### src/rtl/cardinal_router_port.sv
// cardinal_router_port: two-VC router port; VC ~polarity faces the link, VC polarity moves ib -> ob.
module cardinal_router_port (
  input  logic        clk,
  input  logic        reset,
  input  logic        up_si,
  output logic        up_ri,
  input  logic [63:0] up_di,
  output logic        dn_so,
  input  logic        dn_ro,
  output logic [63:0] dn_do,
  output logic        polarity,
  output logic        vc_err,
  output logic [15:0] rx_count,
  output logic [15:0] tx_count
);
  logic [63:0] ib [2];
  logic [63:0] ob [2];
  logic [1:0]  ib_full, ob_full;
  logic        ext, offer, accept, xfer;
  always_comb begin
    ext    = ~polarity;
    up_ri  = ~ib_full[ext];
    offer  = up_si & up_ri;
    accept = offer & (up_di[63] == ext);
    vc_err = offer & (up_di[63] == polarity);
    xfer   = ib_full[polarity] & ~ob_full[polarity];
    dn_so  = ob_full[ext] & dn_ro;
    dn_do  = ob[ext];
  end
  // Accept/send touch VC ext, transfer touches VC polarity, so no buffer sees two writers.
  always_ff @(posedge clk) begin
    if (reset) begin
      polarity <= 1'b0;
      ib       <= '{default: '0};
      ob       <= '{default: '0};
      ib_full  <= '0;
      ob_full  <= '0;
      rx_count <= '0;
      tx_count <= '0;
    end else begin
      polarity <= ~polarity;
      if (accept) begin
        ib[ext]      <= up_di;
        ib_full[ext] <= 1'b1;
        rx_count     <= rx_count + 16'd1;
      end
      if (xfer) begin
        ob[polarity]      <= ib[polarity];
        ob_full[polarity] <= 1'b1;
        ib_full[polarity] <= 1'b0;
      end
      if (dn_so) begin
        ob_full[ext] <= 1'b0;
        tx_count     <= tx_count + 16'd1;
      end
    end
  end
endmodule
### config.mk
export PLATFORM = sky130hd
export DESIGN_NAME = cardinal_router_port
export DESIGN_NICKNAME = d
export VERILOG_FILES = /design/src/rtl/cardinal_router_port.sv
export SDC_FILE = /design/constraint.sdc
export NUM_CORES = 1
export LEC_CHECK = 0
export ABC_AREA = 1
export BUFFER_PORTS_ARGS = -buffer_cell sky130_fd_sc_hd__buf_2
export CAP_MARGIN = 20
export CELL_PAD_IN_SITES_DETAIL_PLACEMENT = 1
export CELL_PAD_IN_SITES_GLOBAL_PLACEMENT = 1
export CORE_UTILIZATION = 40
export DETAILED_ROUTE_END_ITERATION = 7
export PLACE_DENSITY_LB_ADDON = 0.3
export SYNTH_ARGS = -nofsm -noshare
export SYNTH_HDL_FRONTEND = slang
export SYNTH_SLANG_ARGS = --single-unit
### constraint.sdc
create_clock -name clk -period 1.8 [get_ports clk]
set_input_delay 0.36 -clock clk [delete_from_list [all_inputs] [get_ports clk]]
set_output_delay 0.36 -clock clk [all_outputs]
set_load 0.05 [all_outputs]
==> reports/qor.txt <==
================================================================================
Status                                                              finished with violations
Violations in the final reports                                     setup timing
Clock-pin transition on the worst setup and hold timing paths            0.06 ns
Horizontal die dimension                                                  171 um
Leak Pwr                                                                 7.47 nW
Number of antenna violations at the first check in global routing              1
Share of the yosys chip area belonging to registers                        0.511
Kind of cell adding the most delay to the critical path             buffers and inverters
CTS tree                                                                   built
Clock latency at the later pin of the worst-skew pair                    0.51 ns
Max Fclk                                                                 500 MHz
Clock root cell                                                     sky130_fd_sc_hd__clkbuf_16
Via count of the first global-routing pass                                 11862
Layout cell share with drive strength beyond 1                             0.245
Cell row count                                                                61
Cts bufs inserted                                                             34
First-pass GRT wire length                                              61300 um
Final Net Count                                                             1871
Critical path launch point type                                         register
Post-DP HPWL                                                            21000 um
Die Ht                                                                    171 um
Drt total wl                                                            44600 um
Average routed wire per standard cell                                    20.3 um
Count of TritonRoute iterations in the first routing pass                      4
Pwr Density                                                           978 mW/mm2
Number of nets in the synthesized netlist                                   1688
Port Buffer Count                                                            167
Number of max-cap violations                                                   0
Setup Crit Path Kind                                                register to output port
CP Buf/Inv Count                                                               4
Min Tclk post-route                                                      2.00 ns
Remaining routing DRC violations                                               0
Fraction of the core area covered by cells at the end of the flow          0.567
Via count                                                                  11688
Largest fanout of any net on the critical path                                 9
GRT Resource Usage Total                                                   0.264
GP Congestion                                                              0.762
Max Clock Skew                                                         0.0165 ns
Count of pins over their slew limit                                            0
Total I/O pin count                                                          168
Count of mapped cells out of synthesis                                      1618
Area growth syn-to-layout                                                  38.4%
Global routing met3 resource utilization                                  0.0338
Number of register bits inferred by synthesis                                293
Synthesized area divided by synthesized cell count                      7.10 um2
CTS H-tree depth                                                               2
Slowest stage cell on the critical path                             sky130_fd_sc_hd__dfxtp_4
Transition time of the tightest slew-check pin                          0.499 ns
Area of the die                                                       0.0294 mm2
Grt peak-use layer                                                          met2
Remaining antenna violation count                                              0
Average via count per standard cell                                         5.31
Worst hold path class                                               input pin to register
Met1 GRT Util                                                              0.333
DR iter-0 viols                                                              834
Filler cell count                                                           3406
Remaining global-route overflow                                                0
Req. time, crit path                                                     1.44 ns
Maximum number of pins on one net before global-route repair                  67
Hold bufs inserted after CTS                                                   0
Max-Slew Margin vs Limit                                                   0.668
Unique cell type count in the Yosys netlist                                   29
Floorplan core area                                                   0.0280 mm2
Final worst-path cycle share                                                1.11
Initial Util                                                               0.410
Total power draw                                                         15.5 mW
Largest stage delay on the critical path                                 0.38 ns
Number of warnings issued by yosys                                             0
Max Buffers Root-to-Sink                                                       3
Setup-failing EPs final                                                      111
Worst slack at placement                                              -0.0234 ns
Worst IR drop on VDD                                                      812 uV
Setup repair after global routing missed its margin                          yes
Met2 usage                                                                 0.470
Cells along the critical path                                       inv_8, buf_12, buf_16, nand2_1, nand2_2, buf_6
Count of final hold-check violations                                           0
Synthesized area                                                      0.0115 mm2
Number of clock sinks seen by CTS                                            293
Worst Hold Margin                                                      0.0939 ns
Final setup slack of the worst path                                    -0.202 ns
Worst setup EP type                                                  output port
Worst endpoint data arrival time                                         1.64 ns
================================================================================
state kept, by name (all words and copies together) (netlist names):
register	count
rx_count	16
ib_full	2
tx_count	16
ob_full	2
polarity	1
ob	128
ib	128
through the flow:
stage | TNS [ns] | std cells | cell area (um2)
finish | -11.79 | 2201 | 15900
global route | -18.67 | 2201 | 15900
CTS | -9.31 | 2167 | 15100
detailed placement | -0.0249 | 2091 | 12800
global placement | 0 | 2091 | 12800
floorplan | -0.627 | 1618 | 11700
power by group:
part / total, mW / internal (mW) / switching [mW]
clock network: 6.61 / 3.90 / 2.72
logic: 1.97 / 0.756 / 1.22
registers: 6.95 / 6.77 / 0.175
tightest hold or removal path: cells and delay by family:
| kind | cells | cell delay (ns) |
|---|---|---|
| buffers and inverters | 1 | 0.09 |
| and+or+nand+nor | 2 | 0.12 |
synthesized netlist by cell type:
library cell,n,area (um2)
sky130_fd_sc_hd__nand2_1,276,1040
sky130_fd_sc_hd__inv_4,2,12.5
sky130_fd_sc_hd__o21ai_0,242,1210
sky130_fd_sc_hd__buf_6,6,67.6
sky130_fd_sc_hd__nand2_2,3,18.8
sky130_fd_sc_hd__nand3_1,25,125
sky130_fd_sc_hd__nor3_1,4,20.0
sky130_fd_sc_hd__nand3_4,1,17.5
sky130_fd_sc_hd__o22ai_1,1,6.26
sky130_fd_sc_hd__a211oi_1,1,7.51
sky130_fd_sc_hd__nor3b_1,1,7.51
sky130_fd_sc_hd__ha_1,2,25.0
sky130_fd_sc_hd__inv_1,43,161
sky130_fd_sc_hd__inv_2,2,7.51
sky130_fd_sc_hd__a21oi_1,18,90.1
sky130_fd_sc_hd__a21boi_0,1,7.51
sky130_fd_sc_hd__o21ai_1,22,110
sky130_fd_sc_hd__nor2_1,564,2120
sky130_fd_sc_hd__buf_2,19,95.1
sky130_fd_sc_hd__buf_4,17,128
sky130_fd_sc_hd__buf_1,3,11.3
sky130_fd_sc_hd__xnor2_1,1,8.76
sky130_fd_sc_hd__nor3_4,1,16.3
sky130_fd_sc_hd__dfxtp_1,293,5870
sky130_fd_sc_hd__nand4_1,6,37.5
sky130_fd_sc_hd__a22oi_2,1,12.5
sky130_fd_sc_hd__clkbuf_1,57,214
sky130_fd_sc_hd__nor2_4,2,22.5
sky130_fd_sc_hd__nor2_2,4,25.0
placed cells by master, fill, tap and decap left out, types with 41 or more instances in the layout:
| cell type | n |
|---|---|
| sky130_fd_sc_hd__buf_8 | 55 |
| sky130_fd_sc_hd__nor2_1 | 540 |
| sky130_fd_sc_hd__nand2_2 | 86 |
| sky130_fd_sc_hd__o21ai_0 | 204 |
| sky130_fd_sc_hd__dfxtp_1 | 292 |
| sky130_fd_sc_hd__nand2_1 | 181 |
| sky130_fd_sc_hd__o21ai_1 | 51 |
| sky130_fd_sc_hd__buf_2 | 99 |
| sky130_fd_sc_hd__clkbuf_16 | 50 |
| sky130_fd_sc_hd__inv_1 | 41 |
final timing paths:
| check | start | to | slack, ns | cells after the start |
|---|---|---|---|---|
| worst min-delay path | up_di[28] | ib[92]$_SDFFE_PP0P_ | 0.09 | 3 |
| worst max-delay path | polarity$_SDFF_PP0_ | dn_do[22] | -0.20 | 6 |
| worst min register to register | tx_count[4]$_SDFFE_PP0P_ | tx_count[4]$_SDFFE_PP0P_ | 0.47 | 2 |
| worst max register to register | polarity$_SDFF_PP0_ | ob[15]$_SDFFE_PP0P_ | -0.13 | 9 |
cell type report:
type,count,area (um2),share of cell area
diodes,1,2.50,0.000157
clock buffers,51,1020,0.0641
clock inverters,6,35.0,0.00220
inverters,47,211,0.0133
multi-input cells,1176,5380,0.338
flip-flops and latches,293,5870,0.369
well taps,378,473,0.0298
repair buffers,249,2910,0.183
logic make-up (layout without fill, tap and decap cells):
logic type      after synthesis  count (layout)  share of synthesized area
xor+xnor                      1               1                   0.000763
buf+inv                     149             353                     0.0607
flops                       293             293                      0.511
fa+ha+maj                     2               2                    0.00218
compound gates              286             286                      0.126
other cells                   0               1                          0
simple gates                887             887                      0.300
metal layers:
| layer | vias to the layer above | share of wire |
|---|---|---|
| met5 | - | 0 |
| li1 | 5479 | - |
| met1 | 5749 | 0.43 |
| met4 | 0 | 0.036 |
| met3 | 103 | 0.050 |
| met2 | 357 | 0.49 |
what timing repair did:
action	in CTS	in global routing
endpoints found under the setup margin	74	232
gates resized for setup	248	126
gates cloned	8	19
pin swaps	9	7
buffers inserted	11	14
Note: power is estimated with default switching activity, not from simulation.
